**config.mk**
```make
export PLATFORM = sky130hd
export DESIGN_NAME = alu
export DESIGN_NICKNAME = d
export VERILOG_FILES = /design/src/rtl/alu_pkg.sv /design/src/rtl/alu_addsub.sv /design/src/rtl/alu.sv
export SDC_FILE = /design/constraint.sdc
export NUM_CORES = 1
export LEC_CHECK = 0
export ABC_AREA = 1
export BUFFER_PORTS_ARGS = -buffer_cell sky130_fd_sc_hd__buf_2
export CAP_MARGIN = 25
export CELL_PAD_IN_SITES_DETAIL_PLACEMENT = 0
export CELL_PAD_IN_SITES_GLOBAL_PLACEMENT = 2
export CORE_AREA = 8 8 83 85
export DETAILED_ROUTE_END_ITERATION = 7
export DIE_AREA = 0 0 91 93
export PLACE_DENSITY_LB_ADDON = 0.1
export SYNTH_ARGS = -nofsm -noshare
export SYNTH_HDL_FRONTEND = slang
export SYNTH_SLANG_ARGS = --single-unit
```
**constraint.sdc**
```tcl
create_clock -name clk -period 0.8 [get_ports clk]
set_input_delay 0.12 -clock clk [delete_from_list [all_inputs] [get_ports clk]]
set_output_delay 0.12 -clock clk [all_outputs]
set_load 0.005 [all_outputs]
```
**src/rtl/alu_pkg.sv**
```systemverilog
// Shared opcode definitions for the registered ALU.
package alu_pkg;

  typedef enum logic [2:0] {
    OP_ADD = 3'b000,
    OP_SUB = 3'b001,
    OP_AND = 3'b010,
    OP_OR  = 3'b011,
    OP_XOR = 3'b100,
    OP_NOR = 3'b101,
    OP_SLT = 3'b110,
    OP_SHL = 3'b111
  } alu_op_e;

endpackage

```
**src/rtl/alu_addsub.sv**
```systemverilog
// Shared adder/subtractor: sum, carry-or-borrow, signed less-than and,
// when ALU_FLAGS_EN is defined, signed overflow.
module alu_addsub #(
  parameter int unsigned WIDTH = 8
) (
  input  logic [WIDTH-1:0] a,
  input  logic [WIDTH-1:0] b,
  input  logic             sub,
  output logic [WIDTH-1:0] sum,
  output logic             carry,
`ifdef ALU_FLAGS_EN
  output logic             overflow,
`endif
  output logic             less
);

  logic [WIDTH-1:0] b_eff;
  logic [WIDTH:0]   full;
  logic             ovf;

  assign b_eff = sub ? ~b : b;
  assign full  = {1'b0, a} + {1'b0, b_eff} + {{WIDTH{1'b0}}, sub};
  assign sum   = full[WIDTH-1:0];
  // Subtraction produces carry=1 when no borrow occurs, so invert it.
  assign carry = full[WIDTH] ^ sub;
  assign ovf   = (a[WIDTH-1] == b_eff[WIDTH-1]) && (sum[WIDTH-1] != a[WIDTH-1]);
  assign less  = sum[WIDTH-1] ^ ovf;

`ifdef ALU_FLAGS_EN
  assign overflow = ovf;
`endif

endmodule

```
**src/rtl/alu.sv**
```systemverilog
// One-cycle registered ALU. Define ALU_FLAGS_EN to add the registered
// Zero and Overflow outputs.
module alu
  import alu_pkg::*;
#(
  parameter int unsigned WIDTH = 8
) (
  input  logic             clk,
  input  logic             rst_n,
  input  logic             in_valid,
  input  logic [WIDTH-1:0] A,
  input  logic [WIDTH-1:0] B,
  input  logic [2:0]       ALU_Sel,
  output logic             out_valid,
  output logic [WIDTH-1:0] ALU_Out,
`ifdef ALU_FLAGS_EN
  output logic             Zero,
  output logic             Overflow,
`endif
  output logic             CarryOut
);

  localparam int unsigned SHW = $clog2(WIDTH);

  alu_op_e          op;
  logic             as_sub;
  logic [WIDTH-1:0] as_sum;
  logic             as_carry;
  logic             as_less;
  logic [SHW-1:0]   shamt;
  logic [WIDTH:0]   shl_full;
  logic [WIDTH-1:0] res;
  logic             cy;

  assign op     = alu_op_e'(ALU_Sel);
  assign as_sub = (op == OP_SUB) || (op == OP_SLT);

`ifdef ALU_FLAGS_EN
  logic as_ovf;
  logic ov;
`endif

  alu_addsub #(.WIDTH(WIDTH)) u_addsub (
    .a        (A),
    .b        (B),
    .sub      (as_sub),
    .sum      (as_sum),
    .carry    (as_carry),
`ifdef ALU_FLAGS_EN
    .overflow (as_ovf),
`endif
    .less     (as_less)
  );

  // Bit WIDTH of the widened shift is the last bit shifted out (0 for shamt=0).
  assign shamt    = B[SHW-1:0];
  assign shl_full = {1'b0, A} << shamt;

  always_comb begin
    res = '0;
    cy  = 1'b0;
    unique case (op)
      OP_ADD: begin res = as_sum; cy = as_carry; end
      OP_SUB: begin res = as_sum; cy = as_carry; end
      OP_AND: res = A & B;
      OP_OR:  res = A | B;
      OP_XOR: res = A ^ B;
      OP_NOR: res = ~(A | B);
      OP_SLT: res = {{(WIDTH-1){1'b0}}, as_less};
      OP_SHL: begin res = shl_full[WIDTH-1:0]; cy = shl_full[WIDTH]; end
      default: begin res = '0; cy = 1'b0; end
    endcase
  end

`ifdef ALU_FLAGS_EN
  assign ov = ((op == OP_ADD) || (op == OP_SUB)) ? as_ovf : 1'b0;
`endif

  always_ff @(posedge clk or negedge rst_n) begin
    if (!rst_n) begin
      out_valid <= 1'b0;
      ALU_Out   <= '0;
      CarryOut  <= 1'b0;
`ifdef ALU_FLAGS_EN
      Zero      <= 1'b0;
      Overflow  <= 1'b0;
`endif
    end else begin
      out_valid <= in_valid;
      if (in_valid) begin
        ALU_Out  <= res;
        CarryOut <= cy;
`ifdef ALU_FLAGS_EN
        Zero     <= (res == '0);
        Overflow <= ov;
`endif
      end
    end
  end

endmodule

```
Word-level counts from Yosys, hierarchy flattened
Index checks and enable logic that the tools add are counted.
{"block": "classes", "n_reduce_logical": 4, "eq_ne": 9, "n_addsub": 2, "shifts": 1, "bitwise_logic": 7, "n_mux": 3}
{"op": "one-hot mux 8 bit (7 select lines)", "n": 1}
{"op": "NOT 8 bit", "n": 2}
{"op": "== test 3 bit, second input constant", "n": 4}
{"op": "adder 8 x 8 -> 9 bit", "n": 1}
{"op": "adder 9 x 1 -> 9 bit", "n": 1}
{"op": "<< shifter 8 x 3 -> 9 bit", "n": 1}
{"op": "AND 8 bit", "n": 1}
{"op": "two-way mux 8 bit", "n": 1}
{"op": "OR 8 bit", "n": 1}
{"op": "XOR 8 bit", "n": 1}
{"op": "== test 3 x 2 -> 1 bit, second input constant", "n": 2}
{"op": "== test 3 x 1 -> 1 bit, second input constant", "n": 1}
{"op": "logical NOT 3 bit", "n": 1}
{"op": "one-hot mux 1 bit (2 select lines)", "n": 1}
{"op": "OR reduction 2 bit", "n": 1}
{"op": "XOR 1 bit", "n": 2}
{"op": "== test 1 bit", "n": 1}
{"op": "logical AND 1 bit", "n": 1}
{"op": "logical OR 1 bit", "n": 1}
{"op": "!= test 1 bit", "n": 1}
{"block": "word_totals", "elab_cells": 29, "reg_bits": 10, "out_inout_bits": 10, "inputBits": 22}

Longest topological paths before layout
Gate-level depths: netlist of the first run.
{"block": "depth", "word_depth": 9, "ltp_mapped": 17, "mapped_depth_nobuf": 17}

Hierarchy
Synthesis of the first run repeated with hierarchy kept, for this count alone.
{"block": "unflattened", "cells_unflattened": 313, "hier_area_um2": 1879.3}
{"mod": "alu", "seq_area_each_um2": 250.2, "cells_per_inst": 235, "instances": 1, "area_each_um2": 1388.8}
{"mod": "alu_addsub", "seq_area_each_um2": 0.0, "cells_per_inst": 78, "instances": 1, "area_each_um2": 490.5}

Least setup slack after synthesis of the first run
No wires, ideal clock.
{"block": "synth_path", "path_type": "in2reg", "startpoint": "input ALU_Sel[2]", "endpoint": "register ALU_Out[6]", "n_path_buf": 0, "setup_time_ps": 117, "path_slack_ps": -1032, "stages": 14, "required_ps": 683, "arrival_time_ps": 1715, "cell_sequence": "nor2_1 nand2_1 nand2_4 xor2_1 fa_1 nand3_1 nand3_1 nand2_1 nand2_1 a21oi_1 or2_2 nand3_1 nand3_1 nand2_1"}
{"block": "synth_between", "elab_chain_cells": 6, "word_cells_on_any_way": 14, "cone_classes": "add/sub (2); eq/ne (7); mux (2); reduce/logical (3)"}
{"element": "start: declaration", "line": "alu.sv:13", "source": "input logic [2:0] ALU_Sel,"}
{"element": "== test 3 x 1 -> 1 bit or == test 3 bit (tied branches)", "line": "alu.sv:36, alu.sv:62"}
{"element": "logical OR 1 bit", "line": "alu.sv:36", "source": "assign as_sub = (op == OP_SUB) || (op == OP_SLT);"}
{"element": "two-way mux 8 bit", "line": "alu_addsub.sv:21", "source": "assign b_eff = sub ? ~b : b;"}
{"element": "adder 8 x 8 -> 9 bit", "line": "alu_addsub.sv:22", "source": "assign full = {1'b0, a} + {1'b0, b_eff} + {{WIDTH{1'b0}}, sub};"}
{"element": "adder 9 x 1 -> 9 bit", "line": "alu_addsub.sv:22"}
{"element": "one-hot mux 8 bit (7 select lines) *", "line": "alu.sv:62", "source": "unique case (op)"}
{"element": "end signal: assignment", "line": "alu.sv:91", "source": "ALU_Out <= res;"}
{"element": "end: declaration", "line": "alu.sv:15", "source": "output logic [WIDTH-1:0] ALU_Out,"}
Every way passes the cells marked *; elsewhere a longest branch is shown, timed or not.
A chain may end at the register's enable or synchronous reset.

Final worst setup path of the first run
{"block": "layout_path", "startpoint": "input ALU_Sel[2]", "endpoint": "register ALU_Out[0]"}
{"block": "layout_between", "elab_chain_cells": 9, "word_cells_on_any_way": 18, "cone_classes": "add/sub (2); eq/ne (9); mux (2); bitwise (1); reduce/logical (4)"}
{"element": "== test 3 x 1 -> 1 bit or == test 3 bit (tied branches)", "line": "alu.sv:36, alu.sv:62"}
{"element": "logical OR 1 bit", "line": "alu.sv:36"}
{"element": "two-way mux 8 bit", "line": "alu_addsub.sv:21"}
{"element": "adder 8 x 8 -> 9 bit", "line": "alu_addsub.sv:22"}
{"element": "adder 9 x 1 -> 9 bit", "line": "alu_addsub.sv:22"}
{"element": "!= test 1 bit", "line": "alu_addsub.sv:26", "source": "assign ovf = (a[WIDTH-1] == b_eff[WIDTH-1]) && (sum[WIDTH-1] != a[WIDTH-1]);"}
{"element": "logical AND 1 bit", "line": "alu_addsub.sv:26"}
{"element": "XOR 1 bit", "line": "alu_addsub.sv:27", "source": "assign less = sum[WIDTH-1] ^ ovf;"}
{"element": "one-hot mux 8 bit (7 select lines) *", "line": "alu.sv:62"}
Marked as above.

==> flow_summary.yaml, run 1 <==
place:
  port_buffers: 31
  place_hpwl_um: 4739
  pre_cts_slack_ns: -1.263
  place.gp.congestion: 0.8309
layout:
  nFillCells: 632
  mostFrequentLayoutCell: "nand2_1"
  final-seq-area_um2: 250.2
  final_cell_mix: "nand2_1, buf_4, inv_1"
  fin_util_pct: 44.97
  nNetsFinal: 393
  diodes: 0
  drive_above_1_share_pct: 38.95
  area_growth_pct: 57.53
  multi_input_area_mm2: 0.001358
sta:
  final.setup_skew_ns: 0
  slew_viol_final: 0
  max_freq_ghz: 0.5887
  finalWorstSetupSlack_ns: -0.8988
  setup_viol: 19
  period_minus_slack_ns: 1.699
  rsz0062_at_grt: "true"
  tightest_slew_ns: 0.3300
  hold_viol: 0
  max_slew_margin_pct: 77.98
  timing.final.crit_share_pct: 212.3
die:
  core-area_mm2: 0.005675
  die_y_um: 93
  rows: 28
  start_util_pct: 28.55
  die_w_um: 91
  ios: 32
  dieArea_mm2: 0.008463
min_path:
  hold_class: "in2reg"
route:
  drt_pass1_iterations: 4
  post_drt_wl_per_cell_um: 13.33
  drt-initial-drc-count: 63
  wl_um: 5585
  routed_via_density: 4.508
  vias: 1889
  ant_nets: 0
  drc: 0
worst_setup_path:
  critical_path_required_ns: 0.97
  cp_slowest_cell: "ha_1"
  crit_path_frequent_cell: "nand2_1"
  worstPathMaxFanout: 6
  worst_setup_path_end_kind: "register"
  path_buf_inv: 4
  path_cells: "buf_8, nor2_4, nand2_4, nand2_8, buf_4, buf_4, xor2_1, ha_1, buf_4, a21oi_2, nand3_2, nand2_2, nand2_1, nand2_1, nand2_1, nand2_1"
  arrival_ns: 1.87
  crit_type: "in2reg"
  cp-start-kind: "input port"
  cp_top_family: "simple AND/OR/NAND/NOR gates"
  cp_slowest_stage_delay_ns: 0.27
global_routing:
  grt_start_max_net_pins: 15
  gr-total-overflow: 0
  met3_usage_pct: 1.603
  grt_pass1_vias: 1907
  grt_use_total_pct: 13.61
  grt_pass1_wl_um: 9246
  use_met1_pct: 17.01
  met2_usage_pct: 24.24
  grt_busiest_layer: "met2"
  grt_antenna_before_repair: 0
logic_synthesis:
  yosysTopAreaCellShare_pct: 19.31
  synth_cell_types: 27
  syn-num-nets: 298
  ys_seq_elements: 10
  yosys.area.top_type: "ha_1"
  yosysWarnings: 0
  syn_avg_cell_area_um2: 6.481
  syn-instance-count: 250
  ys_seq_area_share_pct: 15.44
  synth_area_leaders: "ha_1, nand2_1, dfrtp_1"
  synthesis.area_mm2: 0.001620
power:
  ir_drop_mv: 0.4891
  cellLeakagePower_nw: 1.393
  p_clk_share_pct: 21.6
  p_sw_share_pct: 37.04
  intPower_mw: 1.816
  power.switching_mw: 1.069
  power_density_mw_per_mm2: 1130
  sequentialPowerShare_pct: 21.2
  pwr-share-comb_pct: 57.2
clocking:
  cts_max_level: 1
  path_clk_slew_ns: 0.05
  cts.sinks: 10
  cts_buffers: 3
  cts_root_buffer: "clkbuf_8"
  cts_tree: "built"
  clockBufferDepth: 2
  clock_latency_ns: 0.23
flow_run:
  drv_cap: 0
outcome:
  violations: "setup timing"
  status: "complete, but fails checks"
[metal layers]
layer,wire [µm],up-vias,share of wire (%)
li1,-,1003,-
met1,2579,845,46
met3,174,6,3.1
met2,2786,35,50
met5,0,-,0
met4,46,0,0.82
[final cells by class]
type                            count  share of cell area [%]
Timing Repair Buffer               94                   26.23
Multi-Input combinational cell    203                   53.19
Sequential cell                    10                   9.804
Tap cell                           75                   3.676
Inverter                           33                   4.951
Clock buffer                        4                   2.157
[cells by family after synthesis]
logic type               share of synthesized area, %
adder cells (fa/ha/maj)                         20.54
buffers and inverters                           8.726
AND/OR/NAND/NOR                                 32.82
XOR/XNOR                                        6.486
flip-flops                                      15.44
AO/OA/AOI/OAI                                   15.99
[through the flow]
| stage | power, mW | hold slack [ns] | area [µm²] | cells | TNS (ns) |
|---|---|---|---|---|---|
| CTS | 2.840 | 0.1429 | 2486 | 415 | -8.169 |
| detailed placement | 2.027 | -0.004550 | 2280 | 403 | -10.73 |
| global placement | 2.036 | -0.006368 | 2280 | 403 | -10.48 |
| floorplan | 1.359 | -0.1756 | 1654 | 250 | -7.232 |
| finish | 2.885 | 0.1563 | 2552 | 419 | -7.849 |
| global route | 3.136 | 0.1731 | 2552 | 419 | -9.361 |
[power groups by stage]
stage | sequential, mW | combinational, mW | clock, mW
after floorplan | 0.629 | 0.730 | 0
after global placement | 0.619 | 1.42 | 0
after detailed placement | 0.622 | 1.41 | 0
after CTS | 0.611 | 1.58 | 0.647
after global routing | 0.617 | 1.85 | 0.668
final | 0.611 | 1.65 | 0.624
[path summary, 6_finish.rpt]
path / startpoint / slack (ns) / cells past startpoint / to
max in group asynchronous: rst_n / 0.33 / 2 / out_valid$_DFF_PN0_
min in group asynchronous: rst_n / 0.28 / 2 / ALU_Out[3]$_DFFE_PN0P_
min: in_valid / 0.16 / 2 / out_valid$_DFF_PN0_
max: ALU_Sel[2] / -0.90 / 16 / ALU_Out[0]$_DFFE_PN0P_
max reg2reg: ALU_Out[1]$_DFFE_PN0P_ / 0.06 / 3 / ALU_Out[1]$_DFFE_PN0P_
min reg2reg: ALU_Out[5]$_DFFE_PN0P_ / 0.51 / 2 / ALU_Out[5]$_DFFE_PN0P_
[Yosys cell counts (all sizes together)]
master and instances:
a211oi 4, a21o 1, a21oi 9, a221oi 1
a31oi 1, and2 1, buf 2, clkbuf 2
dfrtp 10, fa 1, ha 25, inv 33
nand2 85, nand3 18, nand4 3, nor2 13
o211a 1, o211ai 5, o21ai 22, or2 1
xnor2 1, xor2 11
[sequential cells by signal, summed over array words and instances, names as in the netlist]
register   cells
out_valid      1
CarryOut       1
ALU_Out        8
[worst reg2reg max path, cell delays in order (launching register included)]
cell	delay, ns
dfrtp_1	0.37
buf_4	0.13
nand2_1	0.05
o21ai_0	0.07
[timing repair]
item	4_1_cts	5_1_grt
pin swaps	25	28
setup endpoints to repair	19	19
resized for setup	23	11
hold buffers	1	0
hold endpoints to repair	10	0
buffers inserted	8	4
Power figures use the tool's default switching activity.
==> run 2, diff against run 1 <==
--- a/config.mk
+++ b/config.mk
@@ -11,7 +11,8 @@
 export CELL_PAD_IN_SITES_DETAIL_PLACEMENT = 0
 export CELL_PAD_IN_SITES_GLOBAL_PLACEMENT = 2
-export CORE_AREA = 8 8 83 85
+export CORE_AREA = 2 2 77 79
 export DETAILED_ROUTE_END_ITERATION = 7
-export DIE_AREA = 0 0 91 93
+export DIE_AREA = 0 0 79 81
+export MAX_ROUTING_LAYER = met4
 export PLACE_DENSITY_LB_ADDON = 0.1
 export SYNTH_ARGS = -nofsm -noshare
==> constraint.sdc (replaced) <==
create_clock -name clk -period 0.8 [get_ports clk]
set_input_delay 0.08 -clock clk [delete_from_list [all_inputs] [get_ports clk]]
set_output_delay 0.08 -clock clk [all_outputs]
set_load 0.005 [all_outputs]
==> flow_summary.yaml, run 2 (synthesis gave the netlist of run 1 again) <==
global_routing:
  gr-total-overflow: 0
  grt_pass1_wl_um: 8949
  grt_pass1_vias: 1824
  grt_use_total_pct: 18.67
  grt_antenna_before_repair: 0
  grt_start_max_net_pins: 15
clocking:
  cts.sinks: 10
  cts_tree: "built"
  path_clk_slew_ns: 0.05
  clock_latency_ns: 0.23
  cts_buffers: 3
  cts_root_buffer: "clkbuf_8"
  clockBufferDepth: 2
  cts_max_level: 1
outcome:
  status: "complete, but fails checks"
  violations: "setup timing"
route:
  drc: 0
  ant_nets: 0
  routed_via_density: 4.486
  vias: 1911
  drt-initial-drc-count: 59
  wl_um: 5548
  drt_pass1_iterations: 4
  post_drt_wl_per_cell_um: 13.02
die:
  die_y_um: 81
  start_util_pct: 28.55
  dieArea_mm2: 0.006399
  rows: 28
  ios: 32
  core-area_mm2: 0.005675
  die_w_um: 79
worst_setup_path:
  crit_type: "in2reg"
  arrival_ns: 1.83
  worstPathMaxFanout: 6
  worst_setup_path_end_kind: "register"
  rr_startpoint: "ALU_Out[1]$_DFFE_PN0P_"
  cp-start-kind: "input port"
  critical_path_required_ns: 0.92
  crit_start: "ALU_Sel[1]"
flow_run:
  drv_cap: 0
place:
  dpl.cell_count: 406
  place.gp.congestion: 0.8129
  place_hpwl_um: 4540
  pre_cts_slack_ns: -1.273
  dpl-instance-area_mm2: 0.002302
  port_buffers: 31
sta:
  finalWorstSetupSlack_ns: -0.9040
  max_slew_margin_pct: 76.70
  tightest_slew_ns: 0.3459
  setup_viol: 15
  max_freq_ghz: 0.5869
  rsz0062_at_grt: "true"
  period_minus_slack_ns: 1.704
  slew_viol_final: 0
  final.setup_skew_ns: 0
  fin_hold_ws_ns: 0.09096
  timing.final.crit_share_pct: 213.0
  hold_viol: 0
  finalSetupTns_ns: -7.446
layout:
  final_cell_mix: "nand2_1, buf_4, inv_1"
  reg_top3: "ALU_Out: 8 flops, CarryOut: 1 flops, out_valid: 1 flops"
  largest_register: "ALU_Out"
  mostFrequentLayoutCell: "nand2_1"
  drive_above_1_share_pct: 41.31
  diodes: 0
  final_cells: 426
  fin_util_pct: 47.60
  final_area_mm2: 0.002701
  nNetsFinal: 400
  nFillCells: 622
  largest_reg_flops: 8
  area_growth_pct: 66.72
power:
  pwr-share-comb_pct: 60.0
  ir_drop_mv: 0.8135
  p_sw_share_pct: 36.84
  intPower_mw: 1.946
  power.switching_mw: 1.135
  cellLeakagePower_nw: 1.440
  power_density_mw_per_mm2: 1141
  sequentialPowerShare_pct: 19.8
  p_total_mw: 3.081
  p_clk_share_pct: 20.2
min_path:
  hold_class: "in2reg"
  min_from: "in_valid"
## run 2: metal layers
metal	track usage (%)	part of all wire, %	vias up
met5	-	0	-
met4	2.586	0.29	0
met3	0.6667	2.6	2
met2	33.81	50	27
met1	23.83	47	869
li1	-	-	1013
## run 2: layout make-up
type | instances | area (µm²) | share of cell area (%)
clock buffer | 4 | 55.05 | 2.038
inverter | 33 | 126.4 | 4.678
multi-input combinational | 203 | 1430 | 52.94
sequential | 10 | 250.2 | 9.264
tap | 75 | 93.84 | 3.474
timing repair buffer | 101 | 745.7 | 27.61
## run 2: worst paths after layout
check                      depth (start not counted)                     end  slack (ns)
min reg2reg                                        2  ALU_Out[5]$_DFFE_PN0P_        0.51
max reg2reg                                        3  ALU_Out[1]$_DFFE_PN0P_        0.06
min in group asynchronous                          2     out_valid$_DFF_PN0_        0.24
max                                               15    CarryOut$_DFFE_PN0P_       -0.90
max in group asynchronous                          2  ALU_Out[3]$_DFFE_PN0P_        0.36
min                                                2     out_valid$_DFF_PN0_        0.09
## run 2: timing repair
action,CTS,global route
hold buffers,1,0
gates resized for setup,24,22
buffers inserted,10,6
endpoints found under the hold margin,10,0
setup endpoints to repair,18,19
pin swaps,22,13
## run 2: worst max-delay path: stages
cell and delay, ns:
buf_8 0.11, nor2_4 0.12, nand2_4 0.07, nand2_8 0.13, buf_12 0.12, buf_12 0.09, xor2_1 0.14, ha_1 0.28
nand2_1 0.11, nor2_1 0.05, nand2_1 0.06, o211ai_1 0.09, xor2_1 0.15, a21oi_1 0.16, o21ai_1 0.07
## run 2: power by group through the flow
| stage | sequential, mW | clock [mW] | combinational (mW) |
|---|---|---|---|
| 2_1_floorplan | 0.629 | 0 | 0.730 |
| 3_3_place_gp | 0.619 | 0 | 1.44 |
| 3_5_place_dp | 0.621 | 0 | 1.43 |
| 4_1_cts | 0.610 | 0.641 | 1.65 |
| 5_1_grt | 0.617 | 0.671 | 2.06 |
| 6_report | 0.610 | 0.622 | 1.85 |
